==> src/rtl/alu_seq_pkg.sv <==
// Shared definitions for the DE2 ALU button sequencer.
//   state_e       : sequencer FSM states (also driven out on state_o)
//   edit_field_e  : display blink selector codes
//   KEY_*         : indices of the buttons that are actually used
//   edit_field_of : maps an FSM state to the field being edited
package alu_seq_pkg;

  typedef enum logic [2:0] {
    S_OP   = 3'd0,
    S_A    = 3'd1,
    S_B    = 3'd2,
    S_EXEC = 3'd3,
    S_SHOW = 3'd4
  } state_e;

  typedef enum logic [1:0] {
    EF_OP   = 2'd0,
    EF_A    = 2'd1,
    EF_B    = 2'd2,
    EF_NONE = 2'd3
  } edit_field_e;

  localparam int KEY_INC   = 0;
  localparam int KEY_NEXT  = 1;
  localparam int KEY_ABORT = 2;
  localparam int NUM_KEYS  = 3;

  function automatic edit_field_e edit_field_of(state_e s);
    case (s)
      S_OP:    return EF_OP;
      S_A:     return EF_A;
      S_B:     return EF_B;
      default: return EF_NONE;
    endcase
  endfunction

endpackage

==> src/rtl/alu_sequencer_if.sv <==
// Operand/op/result bus between the sequencer and the 8-bit ALU.
//   alu_a, alu_b : operands       (sequencer -> ALU)
//   alu_op       : op code        (sequencer -> ALU)
//   alu_start    : start pulse    (sequencer -> ALU)
//   alu_result   : result         (ALU -> sequencer)
interface alu_sequencer_if;
  logic [7:0] alu_a;
  logic [7:0] alu_b;
  logic [3:0] alu_op;
  logic       alu_start;
  logic [7:0] alu_result;

  modport master (
    output alu_a, alu_b, alu_op, alu_start,
    input  alu_result
  );

  modport slave (
    input  alu_a, alu_b, alu_op, alu_start,
    output alu_result
  );
endinterface

==> src/rtl/key_debounce.sv <==
// Debouncer for one active-low push button.
//   clk_i   : system clock
//   rst_ni  : synchronous reset, active-low
//   key_ni  : raw button level (0 = pressed), asynchronous
//   press_o : one-cycle pulse on an accepted press; releases produce nothing
// The raw level passes through a 2-FF synchronizer. A change is accepted once
// the synchronized level has differed from the accepted level for
// DEBOUNCE_CYCLES consecutive cycles; any bounce back restarts the count.
module key_debounce #(
  parameter int DEBOUNCE_CYCLES = 1000000
) (
  input  logic clk_i,
  input  logic rst_ni,
  input  logic key_ni,
  output logic press_o
);

  localparam int CNT_W = $clog2(DEBOUNCE_CYCLES + 1);
  localparam logic [CNT_W-1:0] CNT_LAST = CNT_W'(DEBOUNCE_CYCLES - 1);

  logic             sync1_q;
  logic             sync2_q;
  logic             level_q;
  logic             press_q;
  logic [CNT_W-1:0] cnt_q;

  always_ff @(posedge clk_i) begin
    if (!rst_ni) begin
      // Reset to "released" so a key held across reset release is not a press
      sync1_q <= 1'b1;
      sync2_q <= 1'b1;
      level_q <= 1'b1;
      cnt_q   <= '0;
      press_q <= 1'b0;
    end else begin
      sync1_q <= key_ni;
      sync2_q <= sync1_q;
      press_q <= 1'b0;
      if (sync2_q == level_q) begin
        cnt_q <= '0;
      end else if (cnt_q == CNT_LAST) begin
        level_q <= sync2_q;
        cnt_q   <= '0;
        press_q <= ~sync2_q;
      end else begin
        cnt_q <= cnt_q + 1'b1;
      end
    end
  end

  assign press_o = press_q;

endmodule

==> src/rtl/alu_sequencer.sv <==
// Button-driven sequencer for the DE2 8-bit ALU.
//   CLOCK_50     : 50 MHz system clock
//   RESET_N      : synchronous reset, active-low
//   KEY[3:0]     : raw buttons, active-low; 0=inc, 1=next, 2=abort, 3 unused
//   alu          : ALU bus (operands, op, start pulse out; result in)
//   result_q     : latched ALU result
//   result_valid : result_q holds the current computation
//   edit_field   : field under edit (0=op, 1=A, 2=B, 3=none)
//   state_o      : current FSM state
//
// state  | meaning
// S_OP   | edit op code (inc steps alu_op)
// S_A    | edit operand A
// S_B    | edit operand B; next starts execution
// S_EXEC | waiting ALU_LATENCY cycles, then latch result
// S_SHOW | result displayed; next returns to S_OP
module alu_sequencer
  import alu_seq_pkg::*;
#(
  parameter int DEBOUNCE_CYCLES = 1000000,
  parameter int OP_COUNT        = 5,
  parameter int OPERAND_MAX     = 10,
  parameter int ALU_LATENCY     = 1
) (
  input  logic                   CLOCK_50,
  input  logic                   RESET_N,
  input  logic [3:0]             KEY,
  alu_sequencer_if.master        alu,
  output logic [7:0]             result_q,
  output logic                   result_valid,
  output logic [1:0]             edit_field,
  output logic [2:0]             state_o
);

  localparam int LAT_W = (ALU_LATENCY > 1) ? $clog2(ALU_LATENCY) : 1;
  localparam logic [LAT_W-1:0] LAT_LAST  = LAT_W'(ALU_LATENCY - 1);
  localparam logic [3:0]       OP_LAST   = 4'(OP_COUNT - 1);
  localparam logic [7:0]       OPND_LAST = 8'(OPERAND_MAX);

  logic [NUM_KEYS-1:0] press;
  logic                unused_key3;

  for (genvar k = 0; k < NUM_KEYS; k++) begin : g_key
    key_debounce #(
      .DEBOUNCE_CYCLES(DEBOUNCE_CYCLES)
    ) u_debounce (
      .clk_i  (CLOCK_50),
      .rst_ni (RESET_N),
      .key_ni (KEY[k]),
      .press_o(press[k])
    );
  end

  assign unused_key3 = KEY[3];

  // Same-cycle events: only the highest-priority one acts
  logic ev_abort;
  logic ev_next;
  logic ev_inc;

  assign ev_abort = press[KEY_ABORT];
  assign ev_next  = press[KEY_NEXT] & ~ev_abort;
  assign ev_inc   = press[KEY_INC] & ~press[KEY_NEXT] & ~ev_abort;

  state_e           state_q;
  logic [3:0]       op_q;
  logic [7:0]       a_q;
  logic [7:0]       b_q;
  logic [7:0]       res_q;
  logic             valid_q;
  logic             start_q;
  logic [LAT_W-1:0] lat_q;

  always_ff @(posedge CLOCK_50) begin
    if (!RESET_N) begin
      state_q <= S_OP;
      op_q    <= '0;
      a_q     <= '0;
      b_q     <= '0;
      res_q   <= '0;
      valid_q <= 1'b0;
      start_q <= 1'b0;
      lat_q   <= '0;
    end else begin
      start_q <= 1'b0;
      if (ev_abort) begin
        // Operands and op survive an abort; a pending result is dropped
        state_q <= S_OP;
        valid_q <= 1'b0;
        lat_q   <= '0;
      end else begin
        case (state_q)
          S_OP: begin
            if (ev_next)     state_q <= S_A;
            else if (ev_inc) op_q <= (op_q == OP_LAST) ? '0 : op_q + 1'b1;
          end
          S_A: begin
            if (ev_next)     state_q <= S_B;
            else if (ev_inc) a_q <= (a_q == OPND_LAST) ? '0 : a_q + 1'b1;
          end
          S_B: begin
            if (ev_next) begin
              state_q <= S_EXEC;
              start_q <= 1'b1;
              valid_q <= 1'b0;
              lat_q   <= '0;
            end else if (ev_inc) begin
              b_q <= (b_q == OPND_LAST) ? '0 : b_q + 1'b1;
            end
          end
          S_EXEC: begin
            if (lat_q == LAT_LAST) begin
              res_q   <= alu.alu_result;
              valid_q <= 1'b1;
              state_q <= S_SHOW;
              lat_q   <= '0;
            end else begin
              lat_q <= lat_q + 1'b1;
            end
          end
          S_SHOW: begin
            if (ev_next) state_q <= S_OP;
          end
          default: state_q <= S_OP;
        endcase
      end
    end
  end

  assign alu.alu_a     = a_q;
  assign alu.alu_b     = b_q;
  assign alu.alu_op    = op_q;
  assign alu.alu_start = start_q;
  assign result_q      = res_q;
  assign result_valid  = valid_q;
  assign edit_field    = edit_field_of(state_q);
  assign state_o       = state_q;

endmodule

==> src/flat_wrapper.sv <==
// flat-port wrapper written by rule: the top's interface ports become plain ports
module alu_sequencer_flat import alu_seq_pkg::*;
#(
  parameter int DEBOUNCE_CYCLES = 1000000,
  parameter int OP_COUNT        = 5,
  parameter int OPERAND_MAX     = 10,
  parameter int ALU_LATENCY     = 1
)
  (CLOCK_50, RESET_N, KEY, result_q, result_valid, edit_field, state_o, alu_alu_a, alu_alu_b, alu_alu_op, alu_alu_start, alu_alu_result);
  alu_sequencer_if alu_i ();
  input  logic CLOCK_50;
  input  logic RESET_N;
  input  logic [3:0] KEY;
  output logic [7:0] result_q;
  output logic result_valid;
  output logic [1:0] edit_field;
  output logic [2:0] state_o;
  output wire logic [$bits(alu_i.alu_a)-1:0] alu_alu_a;
  output wire logic [$bits(alu_i.alu_b)-1:0] alu_alu_b;
  output wire logic [$bits(alu_i.alu_op)-1:0] alu_alu_op;
  output wire logic [$bits(alu_i.alu_start)-1:0] alu_alu_start;
  input wire logic [$bits(alu_i.alu_result)-1:0] alu_alu_result;
  assign alu_alu_a = alu_i.alu_a;
  assign alu_alu_b = alu_i.alu_b;
  assign alu_alu_op = alu_i.alu_op;
  assign alu_alu_start = alu_i.alu_start;
  assign alu_i.alu_result = alu_alu_result;
  alu_sequencer #(.DEBOUNCE_CYCLES(DEBOUNCE_CYCLES), .OP_COUNT(OP_COUNT), .OPERAND_MAX(OPERAND_MAX), .ALU_LATENCY(ALU_LATENCY)) u_core (.CLOCK_50(CLOCK_50), .RESET_N(RESET_N), .KEY(KEY), .alu(alu_i), .result_q(result_q), .result_valid(result_valid), .edit_field(edit_field), .state_o(state_o));
endmodule
==> config.mk <==
export PLATFORM = sky130hd
export DESIGN_NAME = alu_sequencer_flat
export DESIGN_NICKNAME = d
export VERILOG_FILES = /design/src/rtl/alu_seq_pkg.sv /design/src/rtl/alu_sequencer_if.sv /design/src/rtl/key_debounce.sv /design/src/rtl/alu_sequencer.sv /design/src/flat_wrapper.sv
export SDC_FILE = /design/constraint.sdc
export NUM_CORES = 1
export LEC_CHECK = 0
export ABC_AREA = 1
export CORE_UTILIZATION = 50
export CTS_BUF_LIST = sky130_fd_sc_hd__clkbuf_4
export CTS_CLUSTER_SIZE = 28
export DETAILED_ROUTE_END_ITERATION = 16
export GPL_ROUTABILITY_DRIVEN = 0
export PLACE_DENSITY = 0.71
export SYNTH_ARGS = -nofsm -noshare
export SYNTH_HDL_FRONTEND = slang
export SYNTH_SLANG_ARGS = --single-unit
==> constraint.sdc <==
create_clock -name CLOCK_50 -period 1.6 [get_ports CLOCK_50]
set_input_delay 0.16 -clock CLOCK_50 [delete_from_list [all_inputs] [get_ports CLOCK_50]]
set_output_delay 0.16 -clock CLOCK_50 [all_outputs]
set_load 0.01 [all_outputs]
# After elaboration in Yosys (flattened, before gate mapping)
# Cells that the tools add are included.
# word_totals
register_bits	106
out_inout_bits	35
word_cells	102
# op_classes
addsub	7
n_eq_ne	18
mux	16
n_bitwise	18
n_reduce_logical	20
# ops
cell	n
adder 20 x 1 -> 20 bit, second input constant	3
== test 20 bit, second input constant	3
OR reduction 3 bit	7
adder 8 x 1 -> 8 bit, second input constant	2
== test 8 x 4 -> 1 bit, second input constant	2
2-to-1 mux 8 bit	2
2-to-1 mux 3 bit	5
NOT 1 bit	15
case mux 3 bit (5 select lines)	1
AND reduction 4 bit	3
inequality test 2 x 1 -> 1 bit, second input constant	4
AND reduction 2 bit	4
== test 3 x 2 -> 1 bit, second input constant	2
case mux 2 bit (3 select lines)	1
AND reduction 3 bit	2
AND reduction 5 bit	1
adder 4 x 1 -> 4 bit, second input constant	1
== test 4 x 3 -> 1 bit, second input constant	1
2-to-1 mux 1 bit	4
2-to-1 mux 4 bit	1
case mux 1 bit (2 select lines)	2
bitwise AND 1 bit	3
== test 1 bit	3
== test 3 x 1 -> 1 bit, second input constant	1
6 further kinds	6

# Depth between registers and ports, before layout
# Gate-level depths: netlist (run 1).
# logic_depth
word_depth	4
depth_mapped	9
depth_no_buf	9

# Cells and area by module
# A second synthesis (run 1) with hierarchy kept.
# hier_totals
hier_cells	735
area_unflattened_um2	5257.5
# modules_own_cells
mod	instances	cells_each	area_per_inst_um2	seq_area_each_um2
key_debounce (u_core.g_key[0].u_debounce ...)	2	161	1204.9	480.5
alu_sequencer	1	244	1662.8	660.6
key_debounce (u_core.g_key[2].u_debounce)	1	169	1184.9	480.5

# Least setup slack after synthesis (run 1)
# OpenSTA, ideal clock, no wires.
# synth_path
path_type	flip-flop to flip-flop
startpoint	register u_core.g_key[0].u_debounce.cnt_q[0]
endpoint	register u_core.g_key[0].u_debounce.cnt_q[11]
setup_time_ns	0.115
arrival_ns	1.258
required_time_ns	1.485
slack_ns	0.227
stages_incl_launch_ff	8
path_buffers	1
synth_period_minus_slack_ns	1.373
path_cell_list	dfxtp_1 ha_1 nand3_2 nor2_4 nand3_2 nand2_4 buf_6 nor2_1
# synth_via
elab_chain_cells	2
elab_cells_between_ends	3
classes_between	add/sub (1); eq/ne (1); reduce/logical (1)
# synth_rtl
item	line_no	rtl
start, declared	key_debounce.sv:25	logic [CNT_W-1:0] cnt_q;
start signal, assigned	key_debounce.sv:46	cnt_q <= cnt_q + 1'b1;
branches (longest 2 deep; another with adder 20 x 1 -> 20 bit)	n/a	
# Parallel ways; which one is timed is not known.
# A chain may end at the register's enable or synchronous reset.

# Worst setup path after layout (run 1)
# layout_path
startpoint	register u_core.b_q[3] (netlist: u_core.alu.alu_b[3])
endpoint	output port alu_alu_b[3]
# layout_rtl
item	line_no	rtl
start, declared	alu_sequencer.sv:68	logic [7:0] b_q;
start signal, assigned	alu_sequencer.sv:108	b_q <= (b_q == OPND_LAST) ? '0 : b_q + 1'b1;
end, declared	flat_wrapper.sv:19	output wire logic [$bits(alu_i.alu_b)-1:0] alu_alu_b;
# No word-level cell between the ends.

==> reports/results.ini, run 1 <==
[synth]
synth_area_um2=5197
yosysWarnings=0
synth.largest_area_cell=dfxtp_1
synth_seq_cells=105
yosysUniqueCellTypes=32
synth_top_area_share_pct=40.44
synth_area_leaders=dfxtp_1, nand2_1, nor2_1
ys_seq_area_share_pct=40.44
syn_inst=736
synthFlopType=dfxtp_1
synth_area_per_cell_um2=7.062
synth_edf_count=0
async_flop_share_pct=0
syn_nets=759

[setup_path]
crit_fanout=3
start_kind=flop
r2r_start=u_core.g_key[1].u_debounce.cnt_q[0]
arrival_ns=1.38
required_ns=1.44
cp_slowest_stage_delay_ns=0.53
startpoint=u_core.alu.alu_b[3]
endpoint_kind=primary output
slowest_stage=clkdlybuf4s50_1
critPathBufInv=1
crit_chain=clkdlybuf4s50_1
path_class=flop to primary output
critPathTopFamily=buffers and inverters

[floorplan]
die_h_um=104.0
coreArea_um2=9910
start_util_pct=52.45
die_area_um2=10810
ioPinCount=49
fp.dieW_um=104.0
row_count=36

[final_layout]
drive_gt1_share_pct=12.81
n_fill_cell=942
area_growth_pct=17.48
nets=823
diodes=0

[clock_network]
cts.sinks=105
cts-htree-levels=3
cts-buffers-inserted=9
cts_hold_buf=0
cts_tree=done
clock_latency_ns=0.47
cts_max_path_buffers=2
clock-root-buffer=clkbuf_4
path_clk_slew_ns=0.15

[status]
status=complete, no violations

[global_route]
grt_pass1_wl_um=19750
grt_max_degree=21
grt_antenna_before_repair=0
grt_use_total_pct=22.17
grt_pass1_vias=4417
globalRoute.totalOverflow=0

[timing]
setup_ws_ns=0.06119
tightest_slew_ns=0.4186
hold_slack_ns=0.2526
hold_violations=0
max_freq_ghz=0.6499
relSlewSlack_pct=72.06
clock_skew_ns=0.01495
final-setup-viol-count=0
final.min_clock_period_ns=1.539
slew_violations=0
fin_crit_sh_pct=96.18

[placed_design]
io_buffers=47
place_hpwl_um=8385
dp_slack_ns=0.07714

[power_and_ir_drop]
ir_drop_mv=0.5314
p_leak_nw=2.293
p_per_area_nw_per_um2=632.0

[drt]
antenna_left=0
first_pass_iters=5
drt_iter0_markers=166
drcViolationCount=0
vias=4752
wl_per_cell_um=12.45
wl_um=11660
post_drt_via_cell_ratio=5.072

[job]
maxCapViolCount=0

[hold_path]
min_from=KEY[2]
hold_class=primary input to flop

[worst register-to-register path: stages (launching register included)]
cell	delay, ns
dfxtp_1	0.41
ha_2	0.24
nand3_2	0.14
nor2_4	0.15
nand3_2	0.20
nand2_8	0.18
a21oi_1	0.07
[state kept, by name, indices dropped and copies added (netlist names)]
| register | flops |
|---|---|
| u_core.state_o | 3 |
| u_core.alu.alu_a | 8 |
| u_core.g_key.u_debounce.cnt_q | 60 |
| u_core.g_key.u_debounce.sync2_q | 3 |
| u_core.g_key.u_debounce.sync1_q | 3 |
| u_core.g_key.u_debounce.level_q | 3 |
| u_core.alu.alu_op | 4 |
| u_core.result_q | 8 |
| u_core.alu.alu_start | 1 |
| u_core.alu.alu_b | 8 |
| u_core.result_valid | 1 |
| u_core.g_key.u_debounce.press_o | 3 |
[layout by cell type, fill, tap and decap left out, types with 11 or more instances in the layout]
master	n
clkdlybuf4s50_1	24
dfxtp_2	14
or2_2	12
inv_1	73
o21ai_0	18
nand4_1	17
xor2_1	19
dlymetal6s2s_1	12
xnor2_1	14
nand2_1	162
buf_4	11
nand3_1	49
dfxtp_4	12
a21oi_1	38
dfxtp_1	79
nor2_1	151
[logic make-up (layout without fill, tap and decap cells)]
group / count (synthesis) / count (layout) / synth area share, %
compound gates: 64 / 64 / 6.668
xor+xnor: 33 / 33 / 5.561
fa+ha+maj: 9 / 9 / 2.167
buf+inv: 82 / 150 / 6.355
flops: 105 / 105 / 40.44
simple gates: 443 / 443 / 38.81
[per-stage QoR]
step / total power [W] / setup TNS, ns / area, µm² / cells / util (%)
after global routing: 0.004014 / -0.02805 / 6106 / 937 / 61.62
after CTS: 0.003900 / 0 / 6015 / 935 / 60.69
after floorplan: 0.002733 / 0 / 5197 / 736 / -
final: 0.003859 / 0 / 6106 / 937 / 61.62
after global placement: 0.002782 / 0 / 5854 / 917 / 59.08
after detailed placement: 0.002784 / 0 / 5854 / 917 / 59.08
[power by group]
part | switching (W) | internal [W] | total, W
clock network | 0.000839 | 0.000312 | 0.00115
logic | 0.0000507 | 0.0000490 | 0.0000997
registers | 0.00000511 | 0.00260 | 0.00261
total | 0.000895 | 0.00296 | 0.00386
[final cells by class]
class | instances | area (µm²) | share of cell area [%]
Clock inverter | 5 | 23.77 | 0.3893
Tap cell | 133 | 166.4 | 2.725
Clock buffer | 10 | 75.07 | 1.230
Inverter | 76 | 285.3 | 4.672
Sequential cell | 105 | 2165 | 35.45
Timing Repair Buffer | 59 | 585.6 | 9.590
Multi-Input combinational cell | 549 | 2805 | 45.94
[synth_stat cells (3+ instances only)]
cell type and count:
nand4_1 17, o21ai_0 18, inv_2 3, xnor2_1 14
nand3_2 10, nor2_2 6, nor3_1 10, xor2_1 19
inv_1 73, nand3_1 49, a21oi_1 38, or2_2 12
ha_1 9, or2_0 7, nor2_1 153, nor2_4 8
dfxtp_1 105, nand2_1 162
[metal layers]
layer / routed length (µm) / up-vias / global-route usage (%)
met1: 5277 / 2171 / 26.91
met4: 182 / 0 / 7.551
met3: 547 / 14 / 5.201
li1: - / 2457 / -
met5: 0 / - / 0
met2: 5654 / 110 / 38.33
[path summary, 6_finish.rpt]
kind	endpoint	slack (ns)	cells after the start
setup / recovery	alu_alu_b[3]	0.06	1
hold / removal	u_core.g_key[2].u_debounce.sync1_q	0.25	2
setup reg to reg	u_core.g_key[1].u_debounce.cnt_q[7]	0.12	6
hold reg to reg	u_core.g_key[2].u_debounce.sync2_q	0.44	1
[what timing repair did]
action | 4_1_cts | 5_1_grt
pin swaps | 0 | 0
resized for setup | 47 | 25
buffers inserted | 3 | 2
setup endpoints to repair | 24 | 72
Power figures use the tool's default switching activity.
==> run 2, diff against run 1 <==
Settings changed: REMOVE_ABC_BUFFERS set to 1.
==> run 2 against run 1 <==
Compared with the run above:
- global-route usage shrank 0.16 points
- clock power increased by 22%
- fmax is 0.41% lower
- die area unchanged
- first-iteration DRC count grew 5.4%
- sequential power hardly changed
- non-clock buffer count is 3 lower
- wire length decreased by 4.6%
- worst hold slack improved by 0.0040 ns
- clock skew rose by 0.0026 ns
- final cell count decreased by 0.21%
- setup slack got worse by 0.0064 ns
- critical path type unchanged
- largest cell class unchanged
==> reports/results.ini, run 2 (same netlist as run 1, synthesis figures left out) <==
[status]
status=complete, no violations

[setup_path]
required_ns=1.44  ; about the same
crit_fanout=5  ; +2
startpoint=u_core.alu.alu_a[1]
crit_cells=1  ; unchanged
arrival_ns=1.39  ; about the same
slowest_stage=clkdlybuf4s50_1
endpoint_kind=primary output
worstReg2RegEnd=u_core.g_key[0].u_debounce.cnt_q[10]
cp_slowest_stage_delay_ns=0.53  ; about the same
reg2reg_setup_slack_ns=0.12  ; about the same
crit_path_end=alu_alu_a[1]
critPathBufInv=1  ; unchanged
start_kind=flop
critPathTopFamily=buffers and inverters
r2r_start=u_core.g_key[0].u_debounce.cnt_q[1]
path_class=flop to primary output
r2r_cells=7  ; +1
crit_chain=clkdlybuf4s50_1

[final_layout]
largest_register_ffs=60  ; unchanged
largest_register=u_core.g_key.u_debounce.cnt_q
nets=820  ; -0.36%
final_cell_mix=nand2_1, nor2_1, dfxtp_1
final_common_cell=nand2_1
diodes=0  ; unchanged
instances_no_fill=935  ; -0.21%
area_growth_pct=17.86
n_fill_cell=968  ; +2.8%
drive_gt1_share_pct=13.09  ; +0.28 points

[clock_network]
path_clk_slew_ns=0.16  ; about the same
cts_hold_buf=0  ; unchanged
clock-root-buffer=clkbuf_4
cts_max_path_buffers=2  ; unchanged
cts-htree-levels=3  ; unchanged
cts_tree=done
clock_latency_ns=0.47  ; about the same
cts-buffers-inserted=9  ; unchanged
cts.sinks=105  ; unchanged

[power_and_ir_drop]
p_int_w=0.003175  ; +7.1%
combPwrFrac_pct=2.4  ; -0.2 points
seqPwrFrac_pct=63.5  ; -4.1 points
p_clk_share_pct=34.2  ; +4.4 points
p_leak_nw=2.309  ; +0.71%
total_power_w=0.004109  ; +6.5%
ir_drop_mv=0.5399  ; +1.6%
p_per_area_nw_per_um2=670.8  ; +6.1%
p_sw_w=0.0009344  ; +4.4%
switching_share_pct=22.74  ; -0.44 points

[timing]
slew_violations=0  ; unchanged
tightest_slew_ns=0.3737  ; -0.04492 ns
rsz0062_at_grt=no
final-setup-viol-count=0  ; unchanged
hold_violations=0  ; unchanged
fin_crit_sh_pct=96.57  ; +0.40 points
final.min_clock_period_ns=1.545  ; +0.006356 ns
relSlewSlack_pct=74.82  ; +2.8 points
setup_tns_ns=0  ; unchanged
max_freq_ghz=0.6472  ; -0.41%
clock_skew_ns=0.01750  ; +0.002551 ns

[floorplan]
start_util_pct=52.45  ; unchanged
fp.dieW_um=104.0  ; unchanged
die_h_um=104.0  ; unchanged
die_area_um2=10810  ; unchanged
ioPinCount=49  ; unchanged
row_count=36  ; unchanged
coreArea_um2=9910  ; unchanged

[global_route]
grt_max_degree=21  ; unchanged
met1_usage_pct=26.57  ; -0.34 points
grt_pass1_vias=4528  ; +2.5%
globalRoute.busiestLayer=met2
grt_pass1_wl_um=19830  ; +0.38%
grt_use_total_pct=22.01  ; -0.16 points
grt_antenna_before_repair=0  ; unchanged
grtUsageMet2_pct=37.10  ; -1.2 points
grt_use_met3_pct=6.015  ; +0.81 points
globalRoute.totalOverflow=0  ; unchanged

[hold_path]
hold_class=primary input to flop

[drt]
wl_um=11130  ; -4.6%
vias=4723  ; -0.61%
wl_per_cell_um=11.90  ; -4.4%
drt_iter0_markers=175  ; +5.4%
antenna_left=0  ; unchanged
drcViolationCount=0  ; unchanged
post_drt_via_cell_ratio=5.051  ; -0.40%
first_pass_iters=4  ; -1

[placed_design]
place_hpwl_um=8302  ; -0.98%
io_buffers=47  ; unchanged
dp.cells=917  ; unchanged

[job]
maxCapViolCount=0  ; unchanged

## run 2: power groups by stage
stage / registers (W) / clock network, W / logic [W]
floorplan: 0.00269 / 0 / 0.0000388
global route: 0.00261 / 0.00157 / 0.000107
detailed placement: 0.00269 / 0 / 0.0000977
global placement: 0.00269 / 0 / 0.0000953
CTS: 0.00262 / 0.00146 / 0.0000977
finish: 0.00261 / 0.00140 / 0.0000975
## run 2: worst reg2reg max path: stages (launching register included)
cell	delay (ns)
dfxtp_1	0.39
ha_1	0.22
nand3_2	0.17
inv_2	0.11
nand2_1	0.12
nor2_4	0.14
xor2_1	0.17
nor2_1	0.06
## run 2: metal layers
layer | up-vias | wire length, µm
met1 | 2168 | 5102
met3 | 18 | 518
met4 | 0 | 235
met2 | 78 | 5270
li1 | 2459 | -
met5 | - | 0
## run 2: area by class of cell
type | count | area (µm²) | share of cell area, %
inverter | 76 | 285.3 | 4.657
clock buffer | 11 | 82.58 | 1.348
clock inverter | 5 | 63.81 | 1.042
multi-input combinational | 549 | 2794 | 45.61
sequential | 105 | 2167 | 35.38
tap | 133 | 166.4 | 2.717
timing repair buffer | 56 | 566.8 | 9.252
## run 2: how the worst min path moves through the flow
stage,startpoint,end,slack (ns),cells past startpoint
after CTS,KEY[2],u_core.g_key[2].u_debounce.sync1_q,0.24,2
after detailed placement,u_core.g_key[0].u_debounce.sync1_q,u_core.g_key[0].u_debounce.sync2_q,0.40,1
after floorplan,RESET_N,u_core.g_key[0].u_debounce.level_q,0.24,1
final,alu_alu_result[2],u_core.result_q[2],0.26,3
after global routing,KEY[2],u_core.g_key[2].u_debounce.sync1_q,0.23,2
after global placement,u_core.g_key[2].u_debounce.sync1_q,u_core.g_key[2].u_debounce.sync2_q,0.40,1
## run 2: through the flow
step,hold slack (ns),setup WS (ns),cell area (µm²),utilization [%]
global placement,0.3998,0.1477,5854,59.08
global route,0.2323,0.00008604,6126,61.82
detailed placement,0.3993,0.1063,5854,59.08
CTS,0.2365,0.002548,6037,60.92
finish,0.2567,0.05483,6126,61.82
floorplan,0.2446,0.05696,5152,-
## run 2: timing repair
action,in CTS,in global routing
pin swaps,0,0
setup endpoints to repair,24,51
setup buffers,0,2
resized for setup,45,28
